**config.mk**
```make
export PLATFORM = sky130hd
export DESIGN_NAME = core_mem_flat
export DESIGN_NICKNAME = d
export VERILOG_FILES = /design/src/rtl/core_mem_if.sv /design/src/rtl/core_mem.sv /design/src/flat_wrapper.sv
export SDC_FILE = /design/constraint.sdc
export NUM_CORES = 1
export LEC_CHECK = 0
export CORE_ASPECT_RATIO = 0.8
export CORE_MARGIN = 5
export CORE_UTILIZATION = 55
export DETAILED_ROUTE_END_ITERATION = 7
export DONT_BUFFER_PORTS = 1
export GPL_TIMING_DRIVEN = 1
export PLACE_DENSITY = 0.7
export SLEW_MARGIN = 25
export SYNTH_ARGS = -nofsm -noshare
export SYNTH_HDL_FRONTEND = slang
export SYNTH_SLANG_ARGS = --single-unit
```
**constraint.sdc**
```tcl
create_clock -name clk -period 11.4 [get_ports clk]
set_input_delay 0.57 -clock clk [delete_from_list [all_inputs] [get_ports clk]]
set_output_delay 0.57 -clock clk [all_outputs]
set_load 0.005 [all_outputs]
```
**src/rtl/core_mem_if.sv**
```systemverilog
// ============================================================================
// Module   : core_mem_if
// Summary  : EX/MEM input stream, data bus and MEM/WB output stream of core_mem.
// Revision : 1.0 - initial release
// ============================================================================
`default_nettype none

interface core_mem_if;
   logic        em_valid;
   logic        em_ready;
   logic [31:0] em_reg_data_mem_addr;
   logic [31:0] em_csr_data_mem_data;
   logic        em_mem_read;
   logic        em_mem_write;
   logic [2:0]  em_mem_op_type;
   logic [4:0]  em_rd;
   logic        em_reg_write;
   logic [11:0] em_csr;
   logic        em_csr_write;

   logic        bus_read;
   logic        bus_write;
   logic [31:0] bus_addr;
   logic [31:0] bus_wdata;
   logic [3:0]  bus_byte_en;
   logic        bus_ready;
   logic        bus_rvalid;
   logic [31:0] bus_rdata;

   logic        mw_valid;
   logic        mw_ready;
   logic [31:0] mw_reg_data;
   logic [4:0]  mw_rd;
   logic        mw_reg_write;
   logic [11:0] mw_csr;
   logic [31:0] mw_csr_data;
   logic        mw_csr_write;
   logic        mw_exception;
   logic [31:0] mw_exception_cause;
   logic [31:0] mw_bad_addr;

   // Stage side: consumes EX/MEM, masters the data bus, produces MEM/WB.
   modport slave (
      input  em_valid, em_reg_data_mem_addr, em_csr_data_mem_data, em_mem_read,
             em_mem_write, em_mem_op_type, em_rd, em_reg_write, em_csr, em_csr_write,
             bus_ready, bus_rvalid, bus_rdata, mw_ready,
      output em_ready, bus_read, bus_write, bus_addr, bus_wdata, bus_byte_en,
             mw_valid, mw_reg_data, mw_rd, mw_reg_write, mw_csr, mw_csr_data,
             mw_csr_write, mw_exception, mw_exception_cause, mw_bad_addr
   );

   modport master (
      output em_valid, em_reg_data_mem_addr, em_csr_data_mem_data, em_mem_read,
             em_mem_write, em_mem_op_type, em_rd, em_reg_write, em_csr, em_csr_write,
             bus_ready, bus_rvalid, bus_rdata, mw_ready,
      input  em_ready, bus_read, bus_write, bus_addr, bus_wdata, bus_byte_en,
             mw_valid, mw_reg_data, mw_rd, mw_reg_write, mw_csr, mw_csr_data,
             mw_csr_write, mw_exception, mw_exception_cause, mw_bad_addr
   );
endinterface

`default_nettype wire

```
**src/rtl/core_mem.sv**
```systemverilog
// ============================================================================
// Module   : core_mem
// Summary  : Memory-access pipeline stage with single-outstanding data bus.
//            Optional misalignment trap: define CORE_MEM_MISALIGN_EN.
// Revision : 1.0 - initial release
// ============================================================================
`default_nettype none

module core_mem #(
   parameter int unsigned BUS_TIMEOUT = 256
) (
   input  logic      clk,
   input  logic      rest,
   core_mem_if.slave mem_if
);

   localparam int unsigned CW      = (BUS_TIMEOUT > 1) ? $clog2(BUS_TIMEOUT + 1) : 1;
   localparam int unsigned TO_LAST = (BUS_TIMEOUT == 0) ? 0 : BUS_TIMEOUT - 1;
   localparam logic [CW-1:0] C_TO_LAST = CW'(TO_LAST);

   typedef enum logic [1:0] {
      ST_IDLE = 2'd0,
      ST_REQ  = 2'd1,
      ST_RESP = 2'd2,
      ST_OUT  = 2'd3
   } state_e;

   state_e      state_q, state_d;
   logic [CW-1:0] cnt_q, cnt_d;
   logic [31:0] addr_q, addr_d;
   logic [31:0] data_q, data_d;
   logic [2:0]  op_q, op_d;
   logic        read_q, read_d;
   logic        write_q, write_d;
   logic [4:0]  rd_q, rd_d;
   logic        reg_write_q, reg_write_d;
   logic [11:0] csr_q, csr_d;
   logic        csr_write_q, csr_write_d;
   logic [31:0] reg_data_q, reg_data_d;
   logic        exc_q, exc_d;
   logic [31:0] cause_q, cause_d;
   logic [31:0] bad_addr_q, bad_addr_d;

   logic        em_ready;
   logic        accept;
   logic        expire;
   logic        in_req;
   logic        is_mem;
   logic        misaligned;

   function automatic logic [31:0] load_extract(input logic [2:0]  op,
                                                input logic [1:0]  a,
                                                input logic [31:0] d);
      logic [7:0]  b;
      logic [15:0] h;
      logic [31:0] r;
      b = 8'(d >> {a, 3'b000});
      h = a[1] ? d[31:16] : d[15:0];
      case (op)
         3'b000:  r = {{24{b[7]}}, b};
         3'b100:  r = {24'd0, b};
         3'b001:  r = {{16{h[15]}}, h};
         3'b101:  r = {16'd0, h};
         default: r = d;
      endcase
      return r;
   endfunction

   assign em_ready = (state_q == ST_IDLE) || ((state_q == ST_OUT) && mem_if.mw_ready);
   assign accept   = mem_if.em_valid && em_ready;
   assign expire   = (BUS_TIMEOUT != 0) && (cnt_q == C_TO_LAST);
   assign in_req   = (state_q == ST_REQ);
   assign is_mem   = mem_if.em_mem_read || mem_if.em_mem_write;

`ifdef CORE_MEM_MISALIGN_EN
   always_comb begin
      misaligned = 1'b0;
      case (mem_if.em_mem_op_type[1:0])
         2'b00:   misaligned = 1'b0;
         2'b01:   misaligned = mem_if.em_reg_data_mem_addr[0];
         default: misaligned = |mem_if.em_reg_data_mem_addr[1:0];
      endcase
   end
`else
   assign misaligned = 1'b0;
`endif

   always_comb begin
      state_d     = state_q;
      addr_d      = addr_q;
      data_d      = data_q;
      op_d        = op_q;
      read_d      = read_q;
      write_d     = write_q;
      rd_d        = rd_q;
      reg_write_d = reg_write_q;
      csr_d       = csr_q;
      csr_write_d = csr_write_q;
      reg_data_d  = reg_data_q;
      exc_d       = exc_q;
      cause_d     = cause_q;
      bad_addr_d  = bad_addr_q;

      case (state_q)
         ST_IDLE, ST_OUT: begin
            if (state_q == ST_OUT && mem_if.mw_ready) begin
               state_d = ST_IDLE;
            end
            if (accept) begin
               addr_d      = mem_if.em_reg_data_mem_addr;
               data_d      = mem_if.em_csr_data_mem_data;
               op_d        = mem_if.em_mem_op_type;
               read_d      = mem_if.em_mem_read;
               write_d     = mem_if.em_mem_write && !mem_if.em_mem_read;
               rd_d        = mem_if.em_rd;
               reg_write_d = mem_if.em_reg_write;
               csr_d       = mem_if.em_csr;
               csr_write_d = mem_if.em_csr_write && !mem_if.em_mem_read;
               reg_data_d  = mem_if.em_reg_data_mem_addr;
               exc_d       = 1'b0;
               cause_d     = 32'd0;
               bad_addr_d  = 32'd0;
               state_d     = is_mem ? ST_REQ : ST_OUT;
               // Misaligned accesses trap here and never reach the bus.
               if (is_mem && misaligned) begin
                  state_d     = ST_OUT;
                  exc_d       = 1'b1;
                  cause_d     = mem_if.em_mem_read ? 32'd4 : 32'd6;
                  bad_addr_d  = mem_if.em_reg_data_mem_addr;
                  reg_write_d = 1'b0;
                  csr_write_d = 1'b0;
               end
            end
         end
         ST_REQ, ST_RESP: begin
            if (state_q == ST_REQ && mem_if.bus_ready) begin
               state_d = read_q ? ST_RESP : ST_OUT;
            end else if (state_q == ST_RESP && mem_if.bus_rvalid) begin
               reg_data_d = load_extract(op_q, addr_q[1:0], mem_if.bus_rdata);
               state_d    = ST_OUT;
            end else if (expire) begin
               state_d     = ST_OUT;
               exc_d       = 1'b1;
               cause_d     = read_q ? 32'd5 : 32'd7;
               bad_addr_d  = addr_q;
               reg_write_d = 1'b0;
               csr_write_d = 1'b0;
            end
         end
         default: state_d = ST_IDLE;
      endcase

      if (state_d != state_q) begin
         cnt_d = '0;
      end else if (state_q == ST_REQ || state_q == ST_RESP) begin
         cnt_d = cnt_q + 1'b1;
      end else begin
         cnt_d = '0;
      end
   end

   always_ff @(posedge clk or posedge rest) begin
      if (rest) begin
         state_q     <= ST_IDLE;
         cnt_q       <= '0;
         addr_q      <= 32'd0;
         data_q      <= 32'd0;
         op_q        <= 3'd0;
         read_q      <= 1'b0;
         write_q     <= 1'b0;
         rd_q        <= 5'd0;
         reg_write_q <= 1'b0;
         csr_q       <= 12'd0;
         csr_write_q <= 1'b0;
         reg_data_q  <= 32'd0;
         exc_q       <= 1'b0;
         cause_q     <= 32'd0;
         bad_addr_q  <= 32'd0;
      end else begin
         state_q     <= state_d;
         cnt_q       <= cnt_d;
         addr_q      <= addr_d;
         data_q      <= data_d;
         op_q        <= op_d;
         read_q      <= read_d;
         write_q     <= write_d;
         rd_q        <= rd_d;
         reg_write_q <= reg_write_d;
         csr_q       <= csr_d;
         csr_write_q <= csr_write_d;
         reg_data_q  <= reg_data_d;
         exc_q       <= exc_d;
         cause_q     <= cause_d;
         bad_addr_q  <= bad_addr_d;
      end
   end

   // Bus fields are zero outside REQ so strobes fall with the async reset.
   logic [3:0]  byte_en;
   logic [31:0] wdata;
   always_comb begin
      byte_en = 4'b1111;
      wdata   = data_q;
      case (op_q[1:0])
         2'b00: begin
            byte_en = 4'b0001 << addr_q[1:0];
            wdata   = {4{data_q[7:0]}};
         end
         2'b01: begin
            byte_en = addr_q[1] ? 4'b1100 : 4'b0011;
            wdata   = {2{data_q[15:0]}};
         end
         default: begin
            byte_en = 4'b1111;
            wdata   = data_q;
         end
      endcase
   end

   assign mem_if.em_ready    = em_ready;
   assign mem_if.bus_read    = in_req && read_q;
   assign mem_if.bus_write   = in_req && write_q;
   assign mem_if.bus_addr    = in_req ? {addr_q[31:2], 2'b00} : 32'd0;
   assign mem_if.bus_wdata   = in_req ? wdata : 32'd0;
   assign mem_if.bus_byte_en = in_req ? byte_en : 4'd0;

   assign mem_if.mw_valid           = (state_q == ST_OUT);
   assign mem_if.mw_reg_data        = reg_data_q;
   assign mem_if.mw_rd              = rd_q;
   assign mem_if.mw_reg_write       = reg_write_q;
   assign mem_if.mw_csr             = csr_q;
   assign mem_if.mw_csr_data        = data_q;
   assign mem_if.mw_csr_write       = csr_write_q;
   assign mem_if.mw_exception       = exc_q;
   assign mem_if.mw_exception_cause = cause_q;
   assign mem_if.mw_bad_addr        = bad_addr_q;

endmodule

`default_nettype wire
```
**src/flat_wrapper.sv**
```systemverilog
// flat-port wrapper written by rule: the top's interface ports become plain ports
module core_mem_flat 
#(
   parameter int unsigned BUS_TIMEOUT = 256
)
  (clk, rest, mem_if_em_valid, mem_if_em_reg_data_mem_addr, mem_if_em_csr_data_mem_data, mem_if_em_mem_read, mem_if_em_mem_write, mem_if_em_mem_op_type, mem_if_em_rd, mem_if_em_reg_write, mem_if_em_csr, mem_if_em_csr_write, mem_if_bus_ready, mem_if_bus_rvalid, mem_if_bus_rdata, mem_if_mw_ready, mem_if_em_ready, mem_if_bus_read, mem_if_bus_write, mem_if_bus_addr, mem_if_bus_wdata, mem_if_bus_byte_en, mem_if_mw_valid, mem_if_mw_reg_data, mem_if_mw_rd, mem_if_mw_reg_write, mem_if_mw_csr, mem_if_mw_csr_data, mem_if_mw_csr_write, mem_if_mw_exception, mem_if_mw_exception_cause, mem_if_mw_bad_addr);
  core_mem_if mem_if_i ();
  input  logic clk;
  input  logic rest;
  input wire logic [$bits(mem_if_i.em_valid)-1:0] mem_if_em_valid;
  input wire logic [$bits(mem_if_i.em_reg_data_mem_addr)-1:0] mem_if_em_reg_data_mem_addr;
  input wire logic [$bits(mem_if_i.em_csr_data_mem_data)-1:0] mem_if_em_csr_data_mem_data;
  input wire logic [$bits(mem_if_i.em_mem_read)-1:0] mem_if_em_mem_read;
  input wire logic [$bits(mem_if_i.em_mem_write)-1:0] mem_if_em_mem_write;
  input wire logic [$bits(mem_if_i.em_mem_op_type)-1:0] mem_if_em_mem_op_type;
  input wire logic [$bits(mem_if_i.em_rd)-1:0] mem_if_em_rd;
  input wire logic [$bits(mem_if_i.em_reg_write)-1:0] mem_if_em_reg_write;
  input wire logic [$bits(mem_if_i.em_csr)-1:0] mem_if_em_csr;
  input wire logic [$bits(mem_if_i.em_csr_write)-1:0] mem_if_em_csr_write;
  input wire logic [$bits(mem_if_i.bus_ready)-1:0] mem_if_bus_ready;
  input wire logic [$bits(mem_if_i.bus_rvalid)-1:0] mem_if_bus_rvalid;
  input wire logic [$bits(mem_if_i.bus_rdata)-1:0] mem_if_bus_rdata;
  input wire logic [$bits(mem_if_i.mw_ready)-1:0] mem_if_mw_ready;
  output wire logic [$bits(mem_if_i.em_ready)-1:0] mem_if_em_ready;
  output wire logic [$bits(mem_if_i.bus_read)-1:0] mem_if_bus_read;
  output wire logic [$bits(mem_if_i.bus_write)-1:0] mem_if_bus_write;
  output wire logic [$bits(mem_if_i.bus_addr)-1:0] mem_if_bus_addr;
  output wire logic [$bits(mem_if_i.bus_wdata)-1:0] mem_if_bus_wdata;
  output wire logic [$bits(mem_if_i.bus_byte_en)-1:0] mem_if_bus_byte_en;
  output wire logic [$bits(mem_if_i.mw_valid)-1:0] mem_if_mw_valid;
  output wire logic [$bits(mem_if_i.mw_reg_data)-1:0] mem_if_mw_reg_data;
  output wire logic [$bits(mem_if_i.mw_rd)-1:0] mem_if_mw_rd;
  output wire logic [$bits(mem_if_i.mw_reg_write)-1:0] mem_if_mw_reg_write;
  output wire logic [$bits(mem_if_i.mw_csr)-1:0] mem_if_mw_csr;
  output wire logic [$bits(mem_if_i.mw_csr_data)-1:0] mem_if_mw_csr_data;
  output wire logic [$bits(mem_if_i.mw_csr_write)-1:0] mem_if_mw_csr_write;
  output wire logic [$bits(mem_if_i.mw_exception)-1:0] mem_if_mw_exception;
  output wire logic [$bits(mem_if_i.mw_exception_cause)-1:0] mem_if_mw_exception_cause;
  output wire logic [$bits(mem_if_i.mw_bad_addr)-1:0] mem_if_mw_bad_addr;
  assign mem_if_i.em_valid = mem_if_em_valid;
  assign mem_if_i.em_reg_data_mem_addr = mem_if_em_reg_data_mem_addr;
  assign mem_if_i.em_csr_data_mem_data = mem_if_em_csr_data_mem_data;
  assign mem_if_i.em_mem_read = mem_if_em_mem_read;
  assign mem_if_i.em_mem_write = mem_if_em_mem_write;
  assign mem_if_i.em_mem_op_type = mem_if_em_mem_op_type;
  assign mem_if_i.em_rd = mem_if_em_rd;
  assign mem_if_i.em_reg_write = mem_if_em_reg_write;
  assign mem_if_i.em_csr = mem_if_em_csr;
  assign mem_if_i.em_csr_write = mem_if_em_csr_write;
  assign mem_if_i.bus_ready = mem_if_bus_ready;
  assign mem_if_i.bus_rvalid = mem_if_bus_rvalid;
  assign mem_if_i.bus_rdata = mem_if_bus_rdata;
  assign mem_if_i.mw_ready = mem_if_mw_ready;
  assign mem_if_em_ready = mem_if_i.em_ready;
  assign mem_if_bus_read = mem_if_i.bus_read;
  assign mem_if_bus_write = mem_if_i.bus_write;
  assign mem_if_bus_addr = mem_if_i.bus_addr;
  assign mem_if_bus_wdata = mem_if_i.bus_wdata;
  assign mem_if_bus_byte_en = mem_if_i.bus_byte_en;
  assign mem_if_mw_valid = mem_if_i.mw_valid;
  assign mem_if_mw_reg_data = mem_if_i.mw_reg_data;
  assign mem_if_mw_rd = mem_if_i.mw_rd;
  assign mem_if_mw_reg_write = mem_if_i.mw_reg_write;
  assign mem_if_mw_csr = mem_if_i.mw_csr;
  assign mem_if_mw_csr_data = mem_if_i.mw_csr_data;
  assign mem_if_mw_csr_write = mem_if_i.mw_csr_write;
  assign mem_if_mw_exception = mem_if_i.mw_exception;
  assign mem_if_mw_exception_cause = mem_if_i.mw_exception_cause;
  assign mem_if_mw_bad_addr = mem_if_i.mw_bad_addr;
  core_mem #(.BUS_TIMEOUT(BUS_TIMEOUT)) u_core (.clk(clk), .rest(rest), .mem_if(mem_if_i));
endmodule
```
## Word-level counts from Yosys, hierarchy flattened

Cells that the tools add are included.
W data, S select, Z words.

| storage, ports and cells | value |
|---|---|
| register bits | 196 |
| bits of input ports | 126 |
| output and inout bits | 220 |

| operators by class | value |
|---|---|
| $add $sub $neg | 1 |
| equality and inequality tests | 14 |
| shift-type cells | 2 |
| muxes and demuxes | 44 |
| reductions and logical operators | 20 |

Operators with widths:

| cell | count |
|---|---|
| $mux W32 | 12 |
| $pmux W32 S2 | 4 |
| $pmux W32 S4 | 1 |
| $shr A32 B5 Y8 | 1 |
| $mux W9 | 2 |
| $mux W16 | 1 |
| $mux W2 | 7 |
| $mux W1 | 10 |
| $add A9 B1 Y9 const B | 1 |
| $eq A9 B8 Y1 const B | 1 |
| $logic_and A1 B1 Y1 | 8 |
| $mux W4 | 2 |
| $pmux W4 S2 | 1 |
| $eq A3 B3 Y1 const B | 2 |
| $ne A2 B1 Y1 const B | 3 |
| $pmux W1 S2 | 3 |
| $eq A2 B1 Y1 const B | 2 |
| $eq A2 B2 Y1 const B | 2 |
| $logic_not A2 Y1 | 2 |
| $ne A2 B2 Y1 const B | 2 |
| $pmux W2 S2 | 1 |
| $reduce_and A4 Y1 | 1 |
| $reduce_or A2 Y1 | 2 |
| $shl A1 B2 Y4 const A | 1 |
| other kinds (7) | 9 |

## Logic depth before layout (Yosys ltp)

Gate-level depths: netlist of the first run.

| depth | value |
|---|---|
| word-level depth | 8 |
| mapped depth | 10 |
| depth with buffers taken out | 9 |

## Worst setup path before layout of the first run

OpenSTA, ideal clock, no wires.

| timing | value |
|---|---|
| kind | flip-flop to flip-flop |
| start point | register u_core.cnt_q[0] |
| end point | register u_core.bad_addr_q[1] (netlist: u_core.mem_if.mw_bad_addr[1]) |
| setup time | 0.121 ns |
| arrival | 1.952 ns |
| data required time | 11.279 ns |
| path slack | 9.327 ns |
| cell stages (with the launch flop) | 11 |
| clock period less this slack | 2.073 ns |
| cells stage by stage | dfrtp_1 -> ha_1 -> nand3_1 -> nor2_1 -> and3_1 -> ha_1 -> nand2_1 -> a211o_1 -> buf_4 -> buf_6 -> a22o_1 |

| between the ends | value |
|---|---|
| word-level cells in the longest chain between the ends | 3 |

RTL lines:

| item | RTL line | source |
|---|---|---|
| from (decl) | core_mem.sv:29 | `logic [CW-1:0] cnt_q, cnt_d;` |
| from (signal assigned) | core_mem.sv:181 | `cnt_q <= cnt_d;` |
| $eq A9 B8 Y1 | core_mem.sv:71 | `assign expire = (BUS_TIMEOUT != 0) && (cnt_q == C_TO_LAST);` |
| $ne A2 B1 Y1 (no line) | n/a |  |
| $reduce_and A4 Y1 (no line) | n/a |  |
| to (signal assigned) | core_mem.sv:194 | `bad_addr_q <= bad_addr_d;` |
| to (decl) | core_mem.sv:42 | `logic [31:0] bad_addr_q, bad_addr_d;` |

Every way passes these cells.
A chain may end at the register's enable or synchronous reset.

## Final worst setup path of the first run

| timing | value |
|---|---|
| start point | register u_core.op_q[1] |
| end point | output mem_if_bus_byte_en[0] |

| between the ends | value |
|---|---|
| word-level cells in the longest chain between the ends | 3 |
| elaborated cells between the ends (all ways) | 4 |
| classes of those cells | 1 x eq/ne; 2 x mux; 1 x reduce/logical |

RTL lines:

| item | RTL line | source |
|---|---|---|
| from (decl) | core_mem.sv:32 | `logic [2:0] op_q, op_d;` |
| from (signal assigned) | core_mem.sv:184 | `op_q <= op_d;` |
| $eq A2 B1 Y1 / $logic_not A2 Y1 (equally long branches) | core_mem.sv:204 | `case (op_q[1:0])` |
| $pmux W4 S2 (*) | core_mem.sv:204 |  |
| $mux W4 (*) | core_mem.sv:225 | `assign mem_if.bus_byte_en = in_req ? byte_en : 4'd0;` |
| to (decl) | flat_wrapper.sv:29 | `output wire logic [$bits(mem_if_i.bus_byte_en)-1:0] mem_if_bus_byte_en;` |

Mark *: on every way between the ends. The rest lies on a longest branch, timed or not.

==> impl_metrics.tcl, run 1 <==
set metrics [dict create \
    num_antenna_cells 0 \
    antenna_found_initial 0 \
    arrival_ps 2670 \
    viasPerCell 6.078 \
    cts_max_level 4 \
    maxCapViolCount 0 \
    p_per_area_mw_per_mm2 294.2 \
    min_path_type "primary input to async pin" \
    max_slew_margin_pct 36.42 \
    cts.clk_slew.worst_paths_ps 60 \
    synth_ff_type "dfrtp_1" \
    final_common_cell "nand2_1" \
    clkSinkCount 165 \
    synth.avg_cell_area_um2 9.145 \
    routed_wl_um 25480 \
    start_kind "flip-flop" \
    core_area_mm2 0.01486 \
    finClkSkew_ps 9.705 \
    multi_input_area_mm2 0.003686 \
    slew_viol_final 0 \
    clk_latency_ps 430 \
    num_rows 40 \
    syn2layout_area_growth_pct 6.750 \
    finalSetupViolCount 0 \
    track_usage_pct 28.44 \
    seq_area_frac_synth_pct 50.05 \
    period_needed_ps 3241 \
    final_nets 998 \
    final_cell_mix "nand2_1 (296), dfrtp_1 (164), nor2_1 (51)" \
    vias 6491 \
    instances_no_fill 1068 \
    syn_inst 902 \
    post_cts_buffers 0 \
    postRouteAntennaNets 0 \
    synth_top_area_share_pct 50.05 \
    tightest_slew_ps 953.7 \
    placed_area_mm2 0.008133 \
    die_area_mm2 0.01756 \
    grt_overflow 0 \
    grt_max_degree 107 \
    fin_crit_sh_pct 28.43 \
    detail_route.wl_per_cell_um 23.85 \
    fillerInstances 1310 \
    clock-root-buffer "clkbuf_16" \
    regArea_mm2 0.004130 \
    tritoncts "done" \
    max_freq_ghz 0.3086 \
    rsz0062_at_grt "no" \
    p_leak_nw 4.256 \
    timing.hold.ws_ps 161.8 \
    detailed_place_hpwl_um 18690 \
    ys_ff_latch 165 \
    drcViolationCount 0 \
    status "complete, no violations" \
    stdcell_area_mm2 0.008806 \
    die_x_um 146.9 \
    gp_congestion 0.8822 \
    netlist_top_cells_area "dfrtp_1 (50%), nand2_1 (14%), a22o_1 (4.4%)" \
    end_kind "primary output" \
    start_util_pct 55.50 \
    hold_violations 0 \
    first_iter_violations 499 \
    ys_warn_count 0 \
    cts_buffer_depth 2 \
    fp.dieH_um 119.5 \
    cts-resized-gates 0 \
    ys_types 56 \
    io_buffer_count 0 \
    ios 346 \
    dp.cells 1035 \
    cts_made_buffers 17 \
    fin_setup_tns_ps 0 \
    async_reset_ff_share_pct 100.0 \
    yosysTopAreaCell "dfrtp_1" \
    first_global_vias 6242 \
    drtPass1Iterations 7 \
    grt_pass1_wl_um 38560 \
    worst-path-max-fanout 41 \
    critPathKind "flip-flop to primary output" \
    ctsHoldBuffers 0 \
    synth_edf_count 0 \
    crit_required_ps 10830 \
    synth_area_mm2 0.008249 \
    drive_gt1_share_pct 6.940 \
    max-vdd-ir-drop_mv 0.2823 \
]
[through the flow]
stage / power, W / util (%) / setup WS (ps)
floorplan: 0.001709 / - / 6368
global placement: 0.001917 / 54.65 / 8642
detailed placement: 0.001965 / 54.71 / 8487
CTS: 0.002597 / 59.07 / 8171
global route: 0.002759 / 59.24 / 7988
finish: 0.002591 / 59.24 / 8159
[cell usage after synthesis, types with 12 or more instances]
cell	n
and2_1	45
a211oi_1	13
dfrtp_1	165
nand2_1	297
buf_2	23
nor2b_1	12
mux2i_1	27
nor3_1	25
a22oi_1	14
a22o_1	41
nor2_1	52
buf_4	36
clkbuf_1	26
[report_power, final]
group,switching [W],internal [W]
Sequential,0.000268,0.000781
Combinational,0.000595,0.000321
Clock,0.000244,0.000382
Total,0.00111,0.00148
[registers in the layout, indices dropped and copies added, names as in the netlist, 2 cells and up]
signal / flops
u_core.op_q: 3
u_core.mem_if.mw_csr: 12
u_core.mem_if.mw_reg_data: 32
u_core.cnt_q: 9
u_core.state_q: 2
u_core.mem_if.mw_bad_addr: 32
u_core.mem_if.mw_rd: 5
u_core.addr_q: 32
u_core.mem_if.mw_exception_cause: 2
u_core.mem_if.mw_csr_data: 32
[critical path: stages (launching register included)]
cell	delay [ps]
dfrtp_2	920
inv_1	560
o21ai_1	510
and2_1	260
[final timing paths]
| kind | from | endpoint | slack, ps | cells after the start |
|---|---|---|---|---|
| max | u_core.op_q[1] | mem_if_bus_byte_en[0] | 8160 | 3 |
| min | rest | u_core.state_q[1] | 160 | 1 |
| max reg2reg | u_core.state_q[0] | u_core.mem_if.mw_reg_data[6] | 8530 | 7 |
| min reg2reg | u_core.addr_q[26] | u_core.addr_q[26] | 500 | 2 |
| max in group asynchronous | rest | u_core.mem_if.mw_reg_data[31] | 10040 | 2 |
| min in group clk | mem_if_em_reg_data_mem_addr[11] | u_core.addr_q[11] | 240 | 2 |
[routing by layer]
metal  part of all wire [%]  global-route usage [%]
met2                     48                   45.64
met1                     38                   35.81
met3                     12                   12.12
met5                      0                       0
met4                    1.7                   7.276
[layout make-up]
type                       count  area share, %
multi-input combinational    664          41.86
timing repair buffer           6         0.5968
tap                          189          2.685
clock inverter                13          2.217
clock buffer                  19          5.143
sequential                   165          46.90
inverter                      12         0.5968
[cells by family after synthesis]
logic type	Yosys count	synth area share, %
fa+ha+maj	6	0.9100
simple gates	451	23.42
other cells	1	0.04546
xor+xnor	6	0.6372
buf+inv	103	7.068
compound gates	143	14.59
flops	165	50.05
mux	27	3.276
Note: power is estimated with default switching activity, not from simulation.
==> inputs of run 2 (changes only) <==
==> constraint.sdc (replaced) <==
create_clock -name clk -period 3.36 [get_ports clk]
set_input_delay 0.168 -clock clk [delete_from_list [all_inputs] [get_ports clk]]
set_output_delay 0.168 -clock clk [all_outputs]
set_load 0.005 [all_outputs]
==> run 2 against run 1 <==
Core utilization increased by 7.4 points. Final cell count is 11% higher. Clock power grew to 3.2 times the previous value. Cell area grew 13%. Largest cell class unchanged. Critical path type is now flip-flop to flip-flop. Clock-buffer cell count is 1 higher. Global-route usage is 2.5 points higher. Total power grew to 3.4 times the previous value. Sequential cell count unchanged. Sequential share of layout area shrank 5.2 points. Combinational power rose to 3.8 times the previous value. Via count is 8.5% higher.
==> impl_metrics.tcl, run 2 (synthesis results as in run 1) <==
set metrics [dict create \
    status "complete, no violations" \
    vias 7044 \
    syn2layout_area_growth_pct 20.13 \
    fin_setup_tns_ps 0 \
    cts.clk_slew.worst_paths_ps 70 \
    die_x_um 146.9 \
    rsz0062_at_grt "no" \
    hold_violations 0 \
    final_nets 1114 \
    p_per_area_mw_per_mm2 895.2 \
    clock-root-buffer "clkbuf_16" \
    cts_made_buffers 17 \
    drtPass1Iterations 5 \
    cts_max_level 4 \
    start_kind "flip-flop" \
    max-vdd-ir-drop_mv 0.6830 \
    max_freq_ghz 0.3631 \
    path_cells "inv_1 > ha_1 > buf_4 > nand3_1 > a21oi_4 > a211oi_1" \
    cts-resized-gates 0 \
    viasPerCell 5.944 \
    crit_required_ps 3630 \
    path_buf_inv 2 \
    fp.dieH_um 119.5 \
    first_iter_violations 597 \
    core_area_mm2 0.01486 \
    rrSetupSlack_ps 610 \
    gp_congestion 0.8892 \
    grt_overflow 0 \
    io_buffer_count 0 \
    maxCapViolCount 0 \
    fin_ws_ps 606.2 \
    p_leak_nw 4.726 \
    tightest_slew_ps 867.8 \
    critPathKind "flip-flop to flip-flop" \
    end_kind "flip-flop" \
    routed_wl_um 27590 \
    dp_slack_ps 579.1 \
    final_cell_mix "nand2_1 (296), dfrtp_1 (164), dlygate4sd3_1 (111)" \
    worst-path-max-fanout 37 \
    cp_top_family "compound AO/OA/AOI/OAI gates" \
    drcViolationCount 0 \
    detail_route.wl_per_cell_um 23.28 \
    cts_buffer_depth 2 \
    grt_max_degree 166 \
    antenna_found_initial 3 \
    finalSetupViolCount 0 \
    min_path_type "primary input to flip-flop" \
    clkSinkCount 165 \
    postRouteAntennaNets 0 \
    finClkSkew_ps 13.38 \
    crit_slowest_cell "a21oi_4" \
    tritoncts "done" \
    instances_no_fill 1185 \
    fin_crit_sh_pct 81.96 \
    slowest_delay_ps 650 \
    grt_pass1_wl_um 42060 \
    period_needed_ps 2754 \
    die_area_mm2 0.01756 \
    drive_gt1_share_pct 6.633 \
    detailed_place_hpwl_um 18750 \
    track_usage_pct 30.99 \
    ios 346 \
    first_global_vias 6998 \
    start_util_pct 55.50 \
    num_rows 40 \
    timing.hold.ws_ps 11.27 \
    slew_viol_final 0 \
    final_common_cell "nand2_1" \
    arrival_ps 3020 \
    dp.cells 1041 \
    max_slew_margin_pct 42.15 \
    clk_latency_ps 430 \
]
==> run 2: cell count changes in the layout (fill, tap and decap cells not counted), sizes merged, moves of 2 or more <==
cell	before	now
inv	14	12
dlygate4sd3	0	111
bufinv	4	2
clkinv	5	7
buf	6	11
==> run 2: worst paths after layout <==
| kind | start | endpoint | cells past startpoint |
|---|---|---|---|
| max in group asynchronous | rest | u_core.op_q[1] | 3 |
| hold / removal | mem_if_bus_rdata[21] | u_core.mem_if.mw_reg_data[5] | 2 |
| setup reg to reg | u_core.state_q[1] | u_core.mem_if.mw_reg_data[27] | 6 |
| setup / recovery | u_core.state_q[1] | u_core.mem_if.mw_reg_data[27] | 6 |
| hold reg to reg | u_core.cnt_q[0] | u_core.cnt_q[0] | 1 |
| min in group asynchronous | rest | u_core.mem_if.mw_csr_data[6] | 3 |
==> run 2: cell type report <==
cell class                      count  area, um2
Clock buffer                       20      456.7
Tap cell                          189      236.5
Sequential cell                   165       4130
Antenna cell                        1      2.502
Timing Repair Buffer              122       1219
Multi-Input combinational cell    664       3669
Fill cell                        1135       4955
Clock inverter                     12      145.1
Inverter                           12      51.30
==> run 2: report_power, final <==
part | internal (W) | switching [W]
clock | 0.00115 | 0.000840
sequential | 0.00265 | 0.000786
combinational | 0.00120 | 0.00224
==> run 2: per-stage QoR <==
| stage | util [%] | instance area, um2 | power [W] |
|---|---|---|---|
| floorplan | - | 8366 | 0.005799 |
| global placement | 55.12 | 8193 | 0.006546 |
| detailed placement | 55.12 | 8193 | 0.006720 |
| CTS | 66.57 | 9896 | 0.008867 |
| global route | 66.67 | 9910 | 0.009460 |
| finish | 66.67 | 9910 | 0.008871 |
==> run 2: timing repair <==
item	4_1_cts	5_1_grt
buffers inserted	0	0
hold endpoints to repair	286	1
hold buffers	110	1
==> run 2: per-layer routing <==
layer	vias to the layer above	global-route usage [%]	routed length [um]
met5	-	0	27
met4	4	12.81	911
met3	67	12.50	3047
met2	412	49.35	13270
met1	3457	37.71	10330
li1	3104	-	-
